`config.mk`:
```
export PLATFORM = sky130hd
export DESIGN_NAME = seq_multiplier
export DESIGN_NICKNAME = d
export VERILOG_FILES = /design/src/rtl/seq_multiplier.sv
export SDC_FILE = /design/constraint.sdc
export NUM_CORES = 1
export LEC_CHECK = 0
export ABC_CLOCK_PERIOD_IN_PS = 3700
export BUFFER_PORTS_ARGS = -buffer_cell sky130_fd_sc_hd__buf_2
export CORE_AREA = 5 5 164 166
export CTS_CLUSTER_DIAMETER = 50
export DETAILED_ROUTE_END_ITERATION = 8
export DIE_AREA = 0 0 169 171
export PLACE_DENSITY_LB_ADDON = 0.05
export SLEW_MARGIN = 15
export SYNTH_ARGS = -nofsm -noshare
export SYNTH_HDL_FRONTEND = slang
export SYNTH_SLANG_ARGS = --single-unit
```
`constraint.sdc`:
```
create_clock -name clk -period 3.7 [get_ports clk]
set_input_delay 0.37 -clock clk [delete_from_list [all_inputs] [get_ports clk]]
set_output_delay 0.37 -clock clk [all_outputs]
set_load 0.02 [all_outputs]
```
`src/rtl/seq_multiplier.sv`:
```
// Multi-cycle shift-add multiplier (radix 2^STEPS) producing a 2*WIDTH {HI,LO} product.
// Optional MADD/MSUB accumulation is enabled by defining MUL_ACC_EN.
module seq_multiplier #(
  parameter int WIDTH = 32,
  parameter int STEPS = 1
) (
  input  logic                 clk,
  input  logic                 reset,
  input  logic                 valid,
  input  logic                 flush,
  input  logic [WIDTH-1:0]     a,
  input  logic [WIDTH-1:0]     b,
  input  logic                 sign,
`ifdef MUL_ACC_EN
  input  logic [2*WIDTH-1:0]   acc_in,
  input  logic [1:0]           acc_op,
`endif
  output logic                 done,
  output logic [2*WIDTH-1:0]   res
);

  localparam int                 NCYC     = WIDTH / STEPS;
  localparam int                 CNT_W    = $clog2(NCYC + 1);
  localparam logic [CNT_W-1:0]   CNT_INIT = CNT_W'(NCYC);
  localparam logic [CNT_W-1:0]   CNT_ONE  = CNT_W'(1);

  typedef enum logic [1:0] {IDLE, BUSY, FIX} state_e;

  state_e               state_q, state_d;
  logic [CNT_W-1:0]     cnt_q, cnt_d;
  logic [2*WIDTH-1:0]   mcand_q, mcand_d;
  logic [WIDTH-1:0]     mplr_q, mplr_d;
  logic [2*WIDTH-1:0]   acc_q, acc_d;
  logic                 neg_q, neg_d;
  logic [2*WIDTH-1:0]   res_q, res_d;
`ifdef MUL_ACC_EN
  logic [2*WIDTH-1:0]   acc_in_q, acc_in_d;
  logic [1:0]           acc_op_q, acc_op_d;
`endif

  // -2^(WIDTH-1) negates onto itself, which is exactly 2^(WIDTH-1) read unsigned.
  function automatic logic [WIDTH-1:0] magnitude(input logic [WIDTH-1:0] x, input logic s);
    return (s && x[WIDTH-1]) ? ('0 - x) : x;
  endfunction

  always_comb begin
    logic [2*WIDTH-1:0] acc_v;
    logic [2*WIDTH-1:0] mc_v;
    logic [WIDTH-1:0]   mp_v;
    logic [2*WIDTH-1:0] prod;
    // NOTE: every next-state signal takes its hold value first so no path infers a latch.
    state_d  = state_q;
    cnt_d    = cnt_q;
    mcand_d  = mcand_q;
    mplr_d   = mplr_q;
    acc_d    = acc_q;
    neg_d    = neg_q;
    res_d    = res_q;
`ifdef MUL_ACC_EN
    acc_in_d = acc_in_q;
    acc_op_d = acc_op_q;
`endif
    acc_v    = acc_q;
    mc_v     = mcand_q;
    mp_v     = mplr_q;
    prod     = neg_q ? ('0 - acc_q) : acc_q;

    if (flush) begin
      state_d = IDLE;
    end else begin
      unique case (state_q)
        IDLE: if (valid) begin
          mcand_d  = {{WIDTH{1'b0}}, magnitude(a, sign)};
          mplr_d   = magnitude(b, sign);
          neg_d    = sign & (a[WIDTH-1] ^ b[WIDTH-1]);
          acc_d    = '0;
          cnt_d    = CNT_INIT;
`ifdef MUL_ACC_EN
          acc_in_d = acc_in;
          acc_op_d = acc_op;
`endif
          state_d  = BUSY;
        end
        BUSY: begin
          for (int k = 0; k < STEPS; k++) begin
            if (mp_v[0]) acc_v = acc_v + mc_v;
            mc_v = mc_v << 1;
            mp_v = mp_v >> 1;
          end
          acc_d   = acc_v;
          mcand_d = mc_v;
          mplr_d  = mp_v;
          cnt_d   = cnt_q - CNT_ONE;
          if (cnt_q == CNT_ONE) state_d = FIX;
        end
        FIX: begin
`ifdef MUL_ACC_EN
          case (acc_op_q)
            2'b01:   res_d = acc_in_q + prod;
            2'b10:   res_d = acc_in_q - prod;
            default: res_d = prod;
          endcase
`else
          res_d = prod;
`endif
          state_d = IDLE;
        end
        default: state_d = IDLE;
      endcase
    end
  end

  // NOTE: state registers use non-blocking assignments so all of them update from pre-edge values.
  always_ff @(posedge clk) begin
    if (reset) begin
      state_q  <= IDLE;
      cnt_q    <= '0;
      mcand_q  <= '0;
      mplr_q   <= '0;
      acc_q    <= '0;
      neg_q    <= 1'b0;
      res_q    <= '0;
`ifdef MUL_ACC_EN
      acc_in_q <= '0;
      acc_op_q <= '0;
`endif
    end else begin
      state_q  <= state_d;
      cnt_q    <= cnt_d;
      mcand_q  <= mcand_d;
      mplr_q   <= mplr_d;
      acc_q    <= acc_d;
      neg_q    <= neg_d;
      res_q    <= res_d;
`ifdef MUL_ACC_EN
      acc_in_q <= acc_in_d;
      acc_op_q <= acc_op_d;
`endif
    end
  end

  assign done = (state_q == IDLE);
  assign res  = res_q;

endmodule

```
==> results of run 1 <==
## kinds of logic after synthesis
logic type	count (synthesis)	share of synthesized area (%)
AOI/OAI and AO/OA	609	26.13
muxes	6	0.4099
DFF	233	31.18
buffers and inverters	152	3.814
and+or+nand+nor	738	22.57
adders and majority gates	69	5.822
xor gates and xnor gates	172	10.07
## critical path: stages (launching register included)
cell,delay (ns)
dfxtp_1,0.47
ha_1,0.30
a211oi_1,0.40
nor4_1,0.10
or2_2,0.35
o21bai_1,0.19
a21boi_0,0.15
o31ai_1,0.31
buf_4,0.19
o211ai_1,0.18
nand4b_1,0.25
mux2_2,0.36
a31oi_1,0.15
## power breakdown
group | total (mW) | internal, mW | switching, mW
sequential | 2.62 | 2.56 | 0.0572
combinational | 0.557 | 0.197 | 0.359
clock | 2.90 | 1.72 | 1.17
## cell usage in the layout, fill, tap and decap left out, types with 60 or more instances in the layout
cell,n
xnor2_1,60
buf_2,132
ha_1,68
a211oi_1,107
o21ai_0,90
nor2_1,284
xor2_1,112
nand2_1,201
dfxtp_1,232
a21oi_1,202
## flip-flops by register name, summed over array words and instances, names as in the netlist
signal	count
acc_q	64
cnt_q	6
mcand_q	64
mplr_q	32
neg_q	1
res	64
state_q	2
## how the worst max path moves through the flow
stage / to / slack [ns] / depth (start not counted)
after global routing: res[60]$_SDFFE_PP0P_ / 0.02 / 9
after detailed placement: acc_q[46]$_SDFFE_PP0P_ / 0.20 / 12
final: acc_q[61]$_SDFFE_PP0P_ / 0.23 / 12
after CTS: acc_q[46]$_SDFFE_PP0P_ / 0.18 / 12
after floorplan: res[48]$_SDFFE_PP0P_ / 0.56 / 9
after global placement: res[60]$_SDFFE_PP0P_ / 0.29 / 9
## area by class of cell
cell class | instances | area [um^2] | area share, %
Sequential cell | 233 | 4666 | 27.58
Tap cell | 335 | 419.2 | 2.478
Clock inverter | 17 | 175.2 | 1.036
Clock buffer | 41 | 853.3 | 5.044
Inverter | 22 | 82.58 | 0.4882
Timing Repair Buffer | 169 | 954.7 | 5.644
Multi-Input combinational cell | 1594 | 9766 | 57.73
## routing by layer
layer	GRT usage (%)	wire length, um	up-vias
met5	0	0	-
met4	5.355	705	0
met3	5.476	3986	50
met2	39.83	16440	530
met1	43.10	20380	6748
li1	-	-	7302
## what timing repair did
item / CTS / global route
hold buffers: 0 / 0
resized for setup: 0 / 3
endpoints found under the setup margin: 0 / 1
==> results.py, run 1 <==
metrics = {
    "die": {
        "die_area_um2": 28900,
        "die_h_um": 171,
        "ios": 134,
        "start_util_pct": 58.73,
        "fp.dieW_um": 169,
        "num_rows": 59,
        "core_area_um2": 25470,
    },
    "power_and_ir_drop": {
        "ir_drop_v": 0.0004172,
        "finalPower_mw": 6.076,
        "power_density_nw_per_um2": 359.2,
        "p_leak_nw": 7.172,
    },
    "worst_setup_path": {
        "cp_max_fo": 8,
        "start_kind": "register",
        "reg2reg_setup_slack_ns": 0.23,
        "r2r-end": "acc_q[61]$_SDFFE_PP0P_",
        "crit_path_end_kind": "register",
        "crit-reg2reg-launch": "acc_q[1]$_SDFFE_PP0P_",
        "critPathRequiredTime_ns": 4.18,
        "reg2reg_depth": 12,
        "critPathLaunch": "acc_q[1]$_SDFFE_PP0P_",
        "cp.arrival_ns": 3.95,
        "path_class": "reg2reg",
    },
    "layout": {
        "fillers": 2278,
        "drive_gt1_share_pct": 12.04,
        "diodes": 0,
        "finish.net_count": 2189,
        "instances_no_fill": 2411,
        "fin_util_pct": 66.42,
        "stdcell_area_um2": 16920,
        "area_growth_pct": 13.09,
    },
    "outcome": {
        "status": "complete, no violations",
    },
    "clock_network": {
        "cts_sinks": 233,
        "cts_setup_buffers": 0,
        "clk_pin_slew_worst_paths_ns": 0.06,
        "clk_latency_ns": 0.56,
        "root_buffer": "clkbuf_16",
        "clockBufferDepth": 3,
        "h-tree-depth": 1,
        "numCtsBuffers": 31,
        "cts_tree": "done",
    },
    "grt": {
        "overflow": 0,
        "grt_max_degree": 121,
        "grt_pass1_vias": 13050,
        "grt_pass1_wl_um": 67210,
        "grt_usage_pct": 27.73,
        "antenna_found_initial": 0,
    },
    "logic_synthesis": {
        "synth_enable_flop_cells": 0,
        "yosys.area.top_type": "dfxtp_1",
        "netlist_top_cells_area": "dfxtp_1 31%, nor2_1 7.1%, a21oi_1 6.8%",
        "yosysTopAreaCellShare_pct": 31.18,
        "async_flop_share_pct": 0,
        "syn_avg_cell_area_um2": 7.558,
        "syn-num-nets": 2117,
        "ys_types": 69,
        "synth-seq-cells": 233,
        "synth_top_flop_cell": "dfxtp_1",
        "synth_warnings": 0,
        "yosys-top-cells-count": "284 x nor2_1, 233 x dfxtp_1, 204 x a21oi_1, 201 x nand2_1, 122 x clkbuf_1",
        "ys_seq_area_share_pct": 31.18,
        "yosysMostFrequentCell": "nor2_1",
        "syn_inst": 1979,
        "syn_area_um2": 14960,
    },
    "sta": {
        "hold_ws_ns": 0.1064,
        "period_share_pct": 93.75,
        "rsz0062_at_grt": "false",
        "setup_violations": 0,
        "finClkSkew_ns": 0.02368,
        "tightest_slew_ns": 1.029,
        "fin_tns_setup_ns": 0,
        "finalHoldViolations": 0,
        "max-slew-margin-rel_pct": 31.14,
        "finalMaxSlewViolations": 0,
        "fin_ws_ns": 0.2312,
        "finalCriticalPeriod_ns": 3.469,
        "fmax_mhz": 288.3,
    },
    "placement": {
        "place_area_um2": 15880,
        "gp_congestion": 1.050,
        "dp_cells": 2353,
        "place_hpwl_um": 30830,
        "io_buffer_count": 133,
        "dpl_worst_slack_ns": 0.1964,
    },
    "worst_hold_path": {
        "hp-start": "b[31]",
        "hold_class": "in2reg",
        "min_to": "mplr_q[31]$_SDFFE_PP0P_",
        "holdPathStages": 3,
    },
    "run": {
        "cap_violations": 0,
    },
    "routing": {
        "first_pass_iters": 7,
        "viasPerCell": 6.068,
        "antenna_left": 0,
        "avgRoutedWirePerCell_um": 17.22,
        "via_count": 14630,
        "routed_wl_um": 41510,
        "drc": 0,
        "drt_iter0_markers": 1273,
    },
}
(Power assumes the default switching activity.)
==> run 2: changes to the inputs <==
--- a/config.mk
+++ b/config.mk
@@ -12,6 +12,7 @@
 export DETAILED_ROUTE_END_ITERATION = 8
 export DIE_AREA = 0 0 169 171
 export PLACE_DENSITY_LB_ADDON = 0.05
+export SETUP_SLACK_MARGIN = 0.3
 export SLEW_MARGIN = 15
 export SYNTH_ARGS = -nofsm -noshare
 export SYNTH_HDL_FRONTEND = slang
==> run 2 against run 1 <==
Die area is the same. Worst hold slack lost 0.00078 ns. Total power is essentially flat. Clock power is essentially flat. Largest power group unchanged. Clock skew grew 0.00073 ns. Clock-buffer cell count is the same. Sequential share of layout area shrank 0.15 points. Critical path type unchanged.
==> results.py, run 2 (synthesis results as in run 1) <==
metrics = {
    "clock_network": {
        "clk_pin_slew_worst_paths_ns": 0.06,
        "cts_tree": "done",
        "root_buffer": "clkbuf_16",
        "clk_latency_ns": 0.56,
        "h-tree-depth": 1,
        "cts_hold_buffers": 0,
        "numCtsBuffers": 31,
        "cts_sinks": 233,
        "clockBufferDepth": 3,
    },
    "run": {
        "cap_violations": 0,
    },
    "grt": {
        "grt_usage_pct": 27.75,
        "antenna_found_initial": 0,
        "grt_pass1_vias": 13070,
        "overflow": 0,
        "grt_max_degree": 121,
        "grt_pass1_wl_um": 67260,
    },
    "power_and_ir_drop": {
        "finalPower_mw": 6.078,
        "p_leak_nw": 7.228,
        "ir_drop_v": 0.0004092,
        "power_density_nw_per_um2": 356.6,
    },
    "sta": {
        "fmax_mhz": 300.7,
        "finClkSkew_ns": 0.02441,
        "max-slew-margin-rel_pct": 31.69,
        "setup_violations": 0,
        "finalHoldViolations": 0,
        "period_share_pct": 89.87,
        "tightest_slew_ns": 1.021,
        "rsz0062_at_grt": "true",
        "fin_ws_ns": 0.3749,
        "fin_tns_setup_ns": 0,
        "finalMaxSlewViolations": 0,
        "finalCriticalPeriod_ns": 3.325,
    },
    "worst_setup_path": {
        "path_class": "reg2reg",
        "start_kind": "register",
        "critPathRequiredTime_ns": 4.17,
        "cp_max_fo": 7,
        "reg2reg_setup_slack_ns": 0.37,
        "crit_path_end_kind": "register",
        "r2r-end": "res[48]$_SDFFE_PP0P_",
        "crit-reg2reg-launch": "acc_q[2]$_SDFFE_PP0P_",
        "reg2reg_depth": 10,
        "cp.arrival_ns": 3.80,
    },
    "worst_hold_path": {
        "min_to": "mplr_q[0]$_SDFFE_PP0P_",
        "hold_class": "in2reg",
        "hp-start": "b[0]",
        "holdPathStages": 3,
    },
    "routing": {
        "avgRoutedWirePerCell_um": 17.30,
        "antenna_left": 0,
        "via_count": 14720,
        "drt_iter0_markers": 1218,
        "met3_length_um": 4205,
        "viasPerCell": 6.086,
        "first_pass_iters": 7,
        "drc": 0,
        "wl_met1_um": 20350,
        "top_layer": "met4",
        "route.met2.wl_um": 16560,
        "routed_wl_um": 41840,
    },
    "die": {
        "start_util_pct": 58.73,
        "die_h_um": 171,
        "fp.dieW_um": 169,
        "die_area_um2": 28900,
        "core_area_um2": 25470,
        "num_rows": 59,
        "ios": 134,
    },
    "layout": {
        "stdcell_area_um2": 17050,
        "diodes": 0,
        "final_common_cell": "nor2_1",
        "area_growth_pct": 13.95,
        "finish.net_count": 2196,
        "drive_gt1_share_pct": 13.01,
        "final_cell_mix": "284 x nor2_1, 228 x dfxtp_1, 201 x nand2_1, 201 x a21oi_1, 132 x buf_2",
    },
    "placement": {
        "dpl_worst_slack_ns": 0.1964,
        "place_hpwl_um": 30830,
        "place_area_um2": 15880,
        "io_buffer_count": 133,
        "gp_congestion": 1.050,
    },
    "outcome": {
        "status": "complete, no violations",
    },
}
## run 2: changes by cell type in the layout (fill, tap and decap cells not counted), sizes merged
cell,before,now
buf,169,176
## run 2: final cells by class
class	instances	area, um^2
Timing Repair Buffer	176	1007
Multi-Input combinational cell	1594	9832
Inverter	22	82.58
Sequential cell	233	4676
Tap cell	335	419.2
Fill cell	2262	8423
Clock buffer	41	853.3
Clock inverter	17	175.2
## run 2: how the worst max path moves through the flow
stage | cells past startpoint | endpoint | slack (ns) | from
2_1_floorplan | 9 | res[48]$_SDFFE_PP0P_ | 0.56 | acc_q[27]$_SDFFE_PP0P_
3_3_place_gp | 9 | res[60]$_SDFFE_PP0P_ | 0.29 | acc_q[27]$_SDFFE_PP0P_
3_5_place_dp | 12 | acc_q[46]$_SDFFE_PP0P_ | 0.20 | acc_q[1]$_SDFFE_PP0P_
4_1_cts | 12 | acc_q[46]$_SDFFE_PP0P_ | 0.32 | acc_q[1]$_SDFFE_PP0P_
5_1_grt | 13 | acc_q[46]$_SDFFE_PP0P_ | 0.25 | mcand_q[0]$_SDFFE_PP0P_
6_report | 10 | res[48]$_SDFFE_PP0P_ | 0.37 | acc_q[2]$_SDFFE_PP0P_
## run 2: repair_timing
action                                  CTS  global route
resized for setup                         5            20
setup buffers                             0             7
endpoints found under the hold margin     0             0
pin swaps                                 0            10
endpoints found under the setup margin    5            27
## run 2: stage by stage
stage	std cells	hold slack [ns]	util (%)
2_1_floorplan	1979	0.4366	-
3_3_place_gp	2353	0.4355	62.35
3_5_place_dp	2353	0.4432	62.35
4_1_cts	2411	0.08732	66.46
5_1_grt	2418	0.1073	66.93
6_report	2418	0.1056	66.93
## run 2: routing by layer
layer,vias up,GRT usage (%)
li1,7327,-
met1,6781,43.10
met2,553,39.85
met3,55,5.476
met4,0,5.495
met5,-,0
## run 2: where the power goes
group / switching, mW / internal (mW)
logic: 0.361 / 0.200
clock network: 1.17 / 1.72
registers: 0.0570 / 2.56
## run 2: worst max-delay path, cell delays in order, from the launching register on
cell and delay (ns):
dfxtp_2 0.35, or3_1 0.40, or3b_4 0.45, or3_1 0.39
nand4b_1 0.30, or3_4 0.41, or3_4 0.36, o31ai_4 0.18
xnor2_1 0.14, nor2_1 0.06, nor3_1 0.19
==> run 3: changes to the inputs <==
--- a/config.mk
+++ b/config.mk
@@ -5,12 +5,13 @@
 export SDC_FILE = /design/constraint.sdc
 export NUM_CORES = 1
 export LEC_CHECK = 0
+export ABC_AREA = 1
 export ABC_CLOCK_PERIOD_IN_PS = 3700
 export BUFFER_PORTS_ARGS = -buffer_cell sky130_fd_sc_hd__buf_2
-export CORE_AREA = 5 5 164 166
+export CORE_AREA = 5 5 182 184
 export CTS_CLUSTER_DIAMETER = 50
 export DETAILED_ROUTE_END_ITERATION = 8
-export DIE_AREA = 0 0 169 171
+export DIE_AREA = 0 0 187 189
 export PLACE_DENSITY_LB_ADDON = 0.05
 export SETUP_SLACK_MARGIN = 0.3
 export SLEW_MARGIN = 15
==> run 3 against run 2 <==
Clock power is 20% higher. Sequential power is essentially flat. Clock skew shrank 0.0048 ns. Combinational power grew 23%. Fmax rose by 29%. Clock-buffer cell count increased by 3. Synthesized area increased by 24%. Register-to-register slack gained 0.74 ns. Critical path type unchanged. Critical endpoint is now acc_q[58]$_SDFFE_PP0P_. Largest cell class unchanged. Largest power group unchanged.
==> results.py, run 3 <==
metrics = {
    "outcome": {
        "status": "complete, no violations",
    },
    "clock_network": {
        "clk_pin_slew_worst_paths_ns": 0.06,
        "cts_tree": "done",
        "cts_setup_buffers": 0,
        "root_buffer": "clkbuf_16",
        "cts_sinks": 233,
        "numCtsBuffers": 37,
        "cts_resized": 0,
        "clk_latency_ns": 0.54,
        "cts_hold_buffers": 0,
        "h-tree-depth": 2,
        "clockBufferDepth": 3,
    },
    "placement": {
        "gp_congestion": 0.9992,
        "place_hpwl_um": 47720,
        "io_buffer_count": 133,
        "dp_cells": 3686,
    },
    "power_and_ir_drop": {
        "ir_drop_v": 0.0003372,
        "power_density_nw_per_um2": 327.6,
        "p_leak_nw": 10.94,
        "finalPower_mw": 6.769,
    },
    "logic_synthesis": {
        "syn_inst": 3236,
        "syn_avg_cell_area_um2": 5.722,
        "ys_seq_area_share_pct": 25.19,
        "yosysTopAreaCellShare_pct": 25.19,
        "synth_enable_flop_cells": 0,
        "synth_warnings": 0,
        "netlist_top_cells_area": "dfxtp_1 25%, nand2_1 21%, inv_1 10%",
        "syn-num-nets": 3374,
        "yosysMostFrequentCell": "nand2_1",
        "async_flop_share_pct": 0,
        "synth_top_flop_cell": "dfxtp_1",
        "synth-seq-cells": 233,
        "yosys.area.top_type": "dfxtp_1",
        "syn_area_um2": 18520,
        "ys_types": 55,
        "yosys-top-cells-count": "1048 x nand2_1, 505 x inv_1, 304 x nor2_1, 274 x a21oi_1, 252 x nand3_1",
    },
    "grt": {
        "grt_max_degree": 127,
        "grt_pass1_wl_um": 99090,
        "grt_pass1_vias": 19590,
        "antenna_found_initial": 1,
        "overflow": 0,
        "grt_usage_pct": 33.90,
    },
    "layout": {
        "final_common_cell": "nand2_1",
        "seq_area_um2": 4666,
        "final_cell_mix": "1048 x nand2_1, 503 x inv_1, 302 x nor2_1",
        "multi_input_area_um2": 11510,
        "fillers": 3018,
        "area_growth_pct": 11.58,
        "instances_no_fill": 3752,
        "finish.net_count": 3461,
        "drive_gt1_share_pct": 8.420,
    },
    "sta": {
        "finalHoldViolations": 0,
        "finalMaxSlewViolations": 0,
        "rsz0062_at_grt": "false",
        "hold_ws_ns": 0.1401,
        "max-slew-margin-rel_pct": 26.21,
        "setup_violations": 0,
        "finalCriticalPeriod_ns": 2.583,
        "fmax_mhz": 387.1,
        "tightest_slew_ns": 1.107,
        "fin_tns_setup_ns": 0,
        "period_share_pct": 69.82,
        "finClkSkew_ns": 0.01958,
    },
    "worst_setup_path": {
        "start_kind": "register",
        "slowest_stage": "fa_1",
        "critPathRequiredTime_ns": 4.05,
        "crit_path_end_kind": "register",
        "crit_buf_inv": 1,
        "cp.arrival_ns": 2.94,
        "path_class": "reg2reg",
        "max_stage_delay_ns": 0.40,
        "crit_family": "simple AND/OR/NAND/NOR gates",
        "cp_max_fo": 4,
        "path_cells": "ha_1, inv_1, fa_1, nor2_1, nand3_1, nand3_1, nand3_1, nand2_1, nand2_1, nand2_1, nand2_1, nand3_1, a21oi_1",
    },
    "routing": {
        "routed_wl_um": 62250,
        "drc": 0,
        "drt_iter0_markers": 1995,
        "viasPerCell": 5.622,
        "via_count": 21090,
        "avgRoutedWirePerCell_um": 16.59,
        "antenna_left": 0,
        "first_pass_iters": 5,
    },
    "die": {
        "ios": 134,
        "die_area_um2": 35340,
        "fp.dieW_um": 187,
        "core_area_um2": 31230,
        "start_util_pct": 59.29,
        "num_rows": 65,
        "die_h_um": 189,
    },
    "worst_hold_path": {
        "hold_class": "in2reg",
    },
    "run": {
        "cap_violations": 0,
    },
}
run 3: path summary, 6_finish.rpt:
path / to / cells past startpoint / slack, ns / startpoint
worst max register to register: acc_q[58]$_SDFFE_PP0P_ / 13 / 1.12 / acc_q[0]$_SDFFE_PP0P_
worst min register to register: mplr_q[7]$_SDFFE_PP0P_ / 2 / 0.47 / mplr_q[7]$_SDFFE_PP0P_
worst min-delay path: state_q[1]$_SDFFE_PP0P_ / 4 / 0.14 / flush
worst max-delay path: acc_q[58]$_SDFFE_PP0P_ / 13 / 1.12 / acc_q[0]$_SDFFE_PP0P_
run 3: metrics by stage:
stage	utilization [%]	area, um^2	worst slack [ns]
final	66.16	20660	1.117
after global routing	66.15	20660	0.9187
after CTS	66.15	20660	1.172
after detailed placement	62.25	19440	1.184
after global placement	62.25	19440	1.216
after floorplan	-	18520	1.779
run 3: routing by layer:
metal  up-vias  part of all wire, %  track usage [%]  wire (um)
li1      10460                    -                -          -
met1      9572                   44            47.08      27240
met2       932                   44            53.44      27160
met3       132                  9.6            6.324       5995
met4         0                  3.0            11.15       1867
met5         -                    0                0          0
run 3: kinds of logic (layout without fill, tap and decap cells):
| group | count (synthesis) | in the layout | share of synthesized area (%) |
|---|---|---|---|
| DFF | 233 | 233 | 25.19 |
| buffers and inverters | 616 | 729 | 12.74 |
| other | 0 | 1 | 0 |
| AOI/OAI and AO/OA | 519 | 519 | 15.58 |
| xor gates and xnor gates | 51 | 51 | 2.412 |
| and+or+nand+nor | 1748 | 1748 | 39.37 |
| adders and majority gates | 69 | 69 | 4.703 |
run 3: power breakdown:
group	switching, mW	internal [mW]	leakage [nW]
clock network	1.36	2.10	0.594
registers	0.0467	2.57	1.89
logic	0.470	0.219	8.46
run 3: worst reg2reg max path: cells and delay by family, from the launching register on:
family	cells	cell delay (ns)
DFF	1	0.37
and+or+nand+nor	9	1.32
buffers and inverters	1	0.07
adders and majority gates	2	0.59
AOI/OAI and AO/OA	1	0.06
run 3: layout make-up:
cell class                 count  area share, %
inverter                     514          9.344
clock buffer                  44          4.814
clock inverter                21          1.078
sequential                   233          22.58
tap                          402          2.434
timing repair buffer         150          4.033
multi-input combinational   2387          55.70
antenna                        1        0.01211
